--- src/rtl/ps2_key_event_decoder_pkg.sv ---
// Shared constants and types for the PS/2 key event decoder.
// Set-2 prefix bytes, parser states and the queued event record.
package ps2_pkg;

    localparam logic [7:0] PS2_EXT   = 8'hE0;
    localparam logic [7:0] PS2_BRK   = 8'hF0;
    localparam logic [7:0] PS2_PAUSE = 8'hE1;
    localparam logic [7:0] PS2_ERR0  = 8'h00;
    localparam logic [7:0] PS2_ERR1  = 8'hFF;

    typedef enum logic [1:0] {
        ST_IDLE,
        ST_PREFIX,
        ST_SKIP
    } parse_state_t;

    typedef struct packed {
        logic [7:0] code;
        logic       ext;
        logic       rel;
    } key_event_t;

endpackage

--- src/rtl/ps2_key_event_decoder_if.sv ---
// Scancode input strobe plus the event-queue valid/ready output side.
// master drives bytes and ready; slave is the decoder.
interface ps2_key_event_decoder_if;

    logic [7:0] scancode;
    logic       valid;
    logic [7:0] ev_code;
    logic       ev_ext;
    logic       ev_release;
    logic       ev_valid;
    logic       ev_ready;
    logic       overflow;

    modport master (
        output scancode, valid, ev_ready,
        input  ev_code, ev_ext, ev_release, ev_valid, overflow
    );

    modport slave (
        input  scancode, valid, ev_ready,
        output ev_code, ev_ext, ev_release, ev_valid, overflow
    );

endinterface

--- src/rtl/ps2_key_event_decoder_fifo.sv ---
// Show-ahead event FIFO; head is presented combinationally, zero when empty.
// Extra pointer bit distinguishes full from empty.
module key_event_fifo
    import ps2_pkg::*;
#(
    parameter int DEPTH = 4
) (
    input  logic       clk,
    input  logic       rst,
    input  logic       push,
    input  key_event_t din,
    input  logic       pop,
    output key_event_t dout,
    output logic       full,
    output logic       empty,
    output logic       overflow
);

    localparam int AW = $clog2(DEPTH);

    key_event_t    mem [DEPTH];
    logic [AW:0]   wr_ptr;
    logic [AW:0]   rd_ptr;
    logic          do_pop;
    logic          do_push;

    assign empty = (wr_ptr == rd_ptr);
    assign full  = (wr_ptr[AW] != rd_ptr[AW]) &&
                   (wr_ptr[AW-1:0] == rd_ptr[AW-1:0]);

    // A pop frees a slot in the same cycle, so a full FIFO still accepts.
    assign do_pop  = pop && !empty;
    assign do_push = push && (!full || do_pop);
    assign dout    = empty ? '0 : mem[rd_ptr[AW-1:0]];

    // Storage write; contents are only visible through the pointers.
    always_ff @(posedge clk) begin
        if (do_push) mem[wr_ptr[AW-1:0]] <= din;
    end

    // Pointer update and one-cycle drop indication.
    always_ff @(posedge clk or negedge rst) begin
        if (!rst) begin
            wr_ptr   <= '0;
            rd_ptr   <= '0;
            overflow <= 1'b0;
        end else begin
            if (do_push) wr_ptr <= wr_ptr + 1'b1;
            if (do_pop)  rd_ptr <= rd_ptr + 1'b1;
            overflow <= push && !do_push;
        end
    end

endmodule

--- src/rtl/ps2_key_event_decoder.sv ---
// Folds set-2 prefix bytes (E0/F0/E1) into single key events.
// Events are queued for the display side through a valid/ready FIFO.
module ps2_key_event_decoder
    import ps2_pkg::*;
#(
    parameter int FIFO_DEPTH     = 4,
    parameter int TIMEOUT_CYCLES = 1_000_000,
    parameter int PAUSE_SKIP     = 7
) (
    input  logic                    clk,
    input  logic                    rst,
    ps2_key_event_decoder_if.slave  bus
);

    localparam int TW = (TIMEOUT_CYCLES > 1) ? $clog2(TIMEOUT_CYCLES) : 1;
    localparam int SW = $clog2(PAUSE_SKIP + 1);

    parse_state_t state, state_n;
    logic          ext, ext_n;
    logic          rel, rel_n;
    logic [SW-1:0] skip, skip_n;
    logic [TW-1:0] tcnt, tcnt_n;
    logic          push;
    key_event_t    push_ev;
    key_event_t    head;
    logic          full;
    logic          empty;
    logic          pop;

    // Parser state, prefix flags and counters.
    always_ff @(posedge clk or negedge rst) begin
        if (!rst) begin
            state <= ST_IDLE;
            ext   <= 1'b0;
            rel   <= 1'b0;
            skip  <= '0;
            tcnt  <= '0;
        end else begin
            state <= state_n;
            ext   <= ext_n;
            rel   <= rel_n;
            skip  <= skip_n;
            tcnt  <= tcnt_n;
        end
    end

    // Next-state: a valid byte always wins over an expiring timeout.
    always_comb begin
        state_n = state;
        ext_n   = ext;
        rel_n   = rel;
        skip_n  = skip;
        tcnt_n  = tcnt;
        push    = 1'b0;
        push_ev = '{code: bus.scancode, ext: ext, rel: rel};
        unique case (state)
            ST_IDLE, ST_PREFIX: begin
                if (bus.valid) begin
                    tcnt_n = '0;
                    unique case (1'b1)
                        bus.scancode == PS2_EXT: begin
                            ext_n   = 1'b1;
                            state_n = ST_PREFIX;
                        end
                        bus.scancode == PS2_BRK: begin
                            rel_n   = 1'b1;
                            state_n = ST_PREFIX;
                        end
                        bus.scancode == PS2_PAUSE: begin
                            ext_n   = 1'b0;
                            rel_n   = 1'b0;
                            skip_n  = SW'(PAUSE_SKIP);
                            state_n = ST_SKIP;
                        end
                        bus.scancode == PS2_ERR0,
                        bus.scancode == PS2_ERR1: begin
                            ext_n   = 1'b0;
                            rel_n   = 1'b0;
                            state_n = ST_IDLE;
                        end
                        default: begin
                            push    = 1'b1;
                            ext_n   = 1'b0;
                            rel_n   = 1'b0;
                            state_n = ST_IDLE;
                        end
                    endcase
                end else if (state == ST_PREFIX) begin
                    if (tcnt == TW'(TIMEOUT_CYCLES - 1)) begin
                        ext_n   = 1'b0;
                        rel_n   = 1'b0;
                        tcnt_n  = '0;
                        state_n = ST_IDLE;
                    end else begin
                        tcnt_n = tcnt + 1'b1;
                    end
                end
            end
            ST_SKIP: begin
                if (bus.valid) begin
                    skip_n = skip - 1'b1;
                    if (skip <= SW'(1)) begin
                        skip_n  = '0;
                        state_n = ST_IDLE;
                    end
                end
            end
            default: state_n = ST_IDLE;
        endcase
    end

    assign pop = !empty && bus.ev_ready;

    key_event_fifo #(
        .DEPTH    (FIFO_DEPTH)
    ) u_fifo (
        .clk      (clk),
        .rst      (rst),
        .push     (push),
        .din      (push_ev),
        .pop      (pop),
        .dout     (head),
        .full     (full),
        .empty    (empty),
        .overflow (bus.overflow)
    );

    assign bus.ev_code    = head.code;
    assign bus.ev_ext     = head.ext;
    assign bus.ev_release = head.rel;
    assign bus.ev_valid   = !empty;

endmodule
--- src/flat_wrapper.sv ---
// flat-port wrapper written by rule: the top's interface ports become plain ports
module ps2_key_event_decoder_flat import ps2_pkg::*;
#(
    parameter int FIFO_DEPTH     = 4,
    parameter int TIMEOUT_CYCLES = 1_000_000,
    parameter int PAUSE_SKIP     = 7
)
  (clk, rst, bus_scancode, bus_valid, bus_ev_ready, bus_ev_code, bus_ev_ext, bus_ev_release, bus_ev_valid, bus_overflow);
  ps2_key_event_decoder_if bus_i ();
  input  logic clk;
  input  logic rst;
  input wire logic [$bits(bus_i.scancode)-1:0] bus_scancode;
  input wire logic [$bits(bus_i.valid)-1:0] bus_valid;
  input wire logic [$bits(bus_i.ev_ready)-1:0] bus_ev_ready;
  output wire logic [$bits(bus_i.ev_code)-1:0] bus_ev_code;
  output wire logic [$bits(bus_i.ev_ext)-1:0] bus_ev_ext;
  output wire logic [$bits(bus_i.ev_release)-1:0] bus_ev_release;
  output wire logic [$bits(bus_i.ev_valid)-1:0] bus_ev_valid;
  output wire logic [$bits(bus_i.overflow)-1:0] bus_overflow;
  assign bus_i.scancode = bus_scancode;
  assign bus_i.valid = bus_valid;
  assign bus_i.ev_ready = bus_ev_ready;
  assign bus_ev_code = bus_i.ev_code;
  assign bus_ev_ext = bus_i.ev_ext;
  assign bus_ev_release = bus_i.ev_release;
  assign bus_ev_valid = bus_i.ev_valid;
  assign bus_overflow = bus_i.overflow;
  ps2_key_event_decoder #(.FIFO_DEPTH(FIFO_DEPTH), .TIMEOUT_CYCLES(TIMEOUT_CYCLES), .PAUSE_SKIP(PAUSE_SKIP)) u_core (.clk(clk), .rst(rst), .bus(bus_i));
endmodule
--- config.mk ---
export PLATFORM = sky130hd
export DESIGN_NAME = ps2_key_event_decoder_flat
export DESIGN_NICKNAME = d
export VERILOG_FILES = /design/src/rtl/ps2_key_event_decoder_pkg.sv /design/src/rtl/ps2_key_event_decoder_if.sv /design/src/rtl/ps2_key_event_decoder_fifo.sv /design/src/rtl/ps2_key_event_decoder.sv /design/src/flat_wrapper.sv
export SDC_FILE = /design/constraint.sdc
export NUM_CORES = 1
export LEC_CHECK = 0
export BUFFER_PORTS_ARGS = -buffer_cell sky130_fd_sc_hd__buf_4
export CAP_MARGIN = 20
export CORE_ASPECT_RATIO = 1.4
export CORE_MARGIN = 4
export CORE_UTILIZATION = 55
export DETAILED_ROUTE_END_ITERATION = 10
export PLACE_DENSITY = 0.78
export SLEW_MARGIN = 30
export SYNTH_ARGS = -nofsm -noshare
export SYNTH_HDL_FRONTEND = slang
export SYNTH_HIERARCHICAL = 1
export SYNTH_SLANG_ARGS = --single-unit
--- constraint.sdc ---
create_clock -name clk -period 2.8 [get_ports clk]
set_input_delay 0.56 -clock clk [delete_from_list [all_inputs] [get_ports clk]]
set_output_delay 0.56 -clock clk [all_outputs]
set_load 0.01 [all_outputs]
==> metrics.md <==
| Metric | Value |
|---|---|
| Reg-to-Reg Start | `u_core/u_fifo/wr_ptr[1]` |
| Full die area | `7800 sq um` |
| Clock root buffer | `clkbuf_8` |
| Flop-to-flop setup slack | `520 ps` |
| Largest net degree at the start of global routing | `35` |
| Clk sink count | `74` |
| GRT Overall Usage | `0.184` |
| # port buffers | `23` |
| H-tree level count | `3` |
| Max-Slew Margin vs Limit | `0.629` |
| Place WS | `between 400 and 500 ps` |
| Req. time, crit path | `roughly 2200 ps` |
| Sequential Area | `just over 2000 sq um` |
| Layout Utilization | `0.637` |
| Total gr overflow | `0` |
| PnR worst setup slack | `between 400 and 500 ps` |
| Cell Pwr Density | `~860 nW/um^2` |
| CP Launch Type | `flop` |
| Clk buf depth | `2` |
| Crit. Startpoint | `u_core/u_fifo/rd_ptr[0]` |
| Final clock skew | `11.4 ps` |
| Worst VDD drop | `320 uV` |
| Core area | `6250 sq um` |
| Vias in the first global route | `2310` |
| Placer's final routability congestion estimate | `between 0.8 and 0.9` |
| Post-Syn Area | `between 3000 and 4000 sq um` |
| Setup violators final | `0` |
| CP endpoint kind | `output port` |
| Max Clk Rate | `approximately 0.43 GHz` |
| Area of the multi-input gates | `around 1400 sq um` |
| First-pass GRT wire length | `between 10000 and 15000 um` |
| ANT cells | `0` |
| Setup_tns | `0 ps` |
| P_leak | `about 1.6 nW` |
| Initial DRC Count | `183` |
| Max Slew Vio Count | `0` |
| Hold Path Class | `input port to async pin` |
| Post-CTS Setup Inserts | `0` |
| Slew @ Worst Pin | `555 ps` |
| Clock Latency Late Sink | `about 350 ps` |
| Post-Layout Cell Count | `382` |
| WL final | `around 6000 um` |
| Fin crit share | `0.838` |
| Post-CTS sizing | `0` |
| Die height | `between 100 and 150 um` |
| Avg WL per Cell | `about 16 um` |
| Cts bufs inserted | `9` |
| Crit path DAT | `1790 ps` |
| Routed Antenna Nets | `0` |
| CTS tree | `built` |
| Fill cells | `approximately 470` |
| Crit path max fanout | `12` |
| Syn Inst Count | `around 270` |
| CTS Hold Buffers Added | `0` |
| I/O pin total | `24` |
| Fin crit period | `about 2300 ps` |
| Initial Util | `0.566` |
| Dpl cells | `around 370` |
| Worst flop-to-flop path endpoint | `u_core/u_fifo/mem[1][2]` |
| Via density | `just under 6` |
| Syn Area/Cell | `13.0 sq um` |
| Crit Path Class | `flop to output port` |
| Std-Cell Rows | `34` |
| Max_cap viols | `0` |
| Hold Vio Cnt, Final | `0` |
| Reg2reg path depth | `5` |
| Detailed Place HPWL | `about 4500 um` |
| Final net count | `between 300 and 400` |
| Initial antenna violation count | `0` |
| Syn Nets | `292` |
| DR DRC count | `0` |
| Clock transition at path regs | `80 ps` |
| Share of cells above drive strength 1 | `0.235` |
| Yosys warnings | `6` |
| Unrepaired setup endpoints after global routing | `no` |
| Vias | `around 2300` |
| Die W | `between 70 and 80 um` |
| Area grow syn2layout | `12.5%` |
| DRT Pass-1 Iters | `6` |
| Status | `finished clean` |
-- critical path, cell delays in order (launching register included) --
cell and delay [ps]:
dfrtp_1 370, buf_4 260, mux4_2 530, nor2b_1 140, buf_4 140
-- placed cells by master, fill, tap and decap left out, types with 2 or more instances in the layout --
cell type,n
nand4_1,7
clkbuf_8,9
a21oi_1,8
a22o_1,2
nor2b_1,12
nand3_1,10
o21ai_2,2
clkinvlp_4,2
inv_1,11
o31ai_1,3
mux4_2,10
or3_1,3
dfrtp_1,34
nand2_1,15
buf_4,27
and3_2,5
nor4_1,6
clkinv_4,2
inv_6,2
nor2_1,24
a31oi_1,3
ha_1,8
o22ai_1,2
nand3b_1,2
xnor2_1,5
o21ai_0,10
xor2_1,10
o41ai_1,2
nor3_1,3
and3_1,2
o22a_1,2
edfxtp_1,40
nor4_4,2
mux2_2,2
-- final cells by class --
| class | count | share of cell area |
|---|---|---|
| Clock buffer | 9 | 0.0311 |
| Clock inverter | 7 | 0.0135 |
| Inverter | 11 | 0.0104 |
| Multi-Input combinational cell | 182 | 0.356 |
| Sequential cell | 74 | 0.515 |
| Tap cell | 72 | 0.0226 |
| Timing Repair Buffer | 27 | 0.0509 |
-- registers in the layout, summed over array words and instances (netlist names) --
name,flops
u_core/tcnt,20
u_core/u_fifo/rd_ptr,3
u_core/u_fifo/wr_ptr,3
u_core/rel,1
u_core/state,2
u_core/skip,3
u_core/u_fifo/mem,40
u_core/u_fifo/overflow,1
u_core/ext,1
-- report_power, final --
group / switching [mW] / internal [mW] / leakage, nW
Sequential: 0.0961 / 1.35 / 0.823
Combinational: 0.613 / 0.630 / 0.649
Clock: 0.410 / 0.327 / 0.0839
-- worst max path at each step --
stage / to / slack (ps) / cells after the start
after detailed placement: u_core/u_fifo/mem[1][6] / 430 / 6
after global placement: u_core/u_fifo/mem[1][8] / 490 / 6
after global routing: bus_ev_code[3] / 330 / 4
after floorplan: u_core/u_fifo/mem[0][0] / 400 / 6
after CTS: bus_ev_code[3] / 400 / 4
final: bus_ev_release / 450 / 4
-- metal layers --
layer  track usage  routed length (um)
met3        0.0429                 239
met4        0.0834                 133
met1         0.223                2580
met2         0.307                3230
met5             0                   0
-- metrics by stage --
step           power [mW]  cell area [sq um]  hold slack, ps
3_5_place_dp         2.74               3800             506
2_1_floorplan        2.25               3540             264
5_1_grt              3.68               3980             163
6_report             3.43               3980             150
4_1_cts              3.49               3980             147
3_3_place_gp         2.69               3800             491
Power figures use the tool's default switching activity.
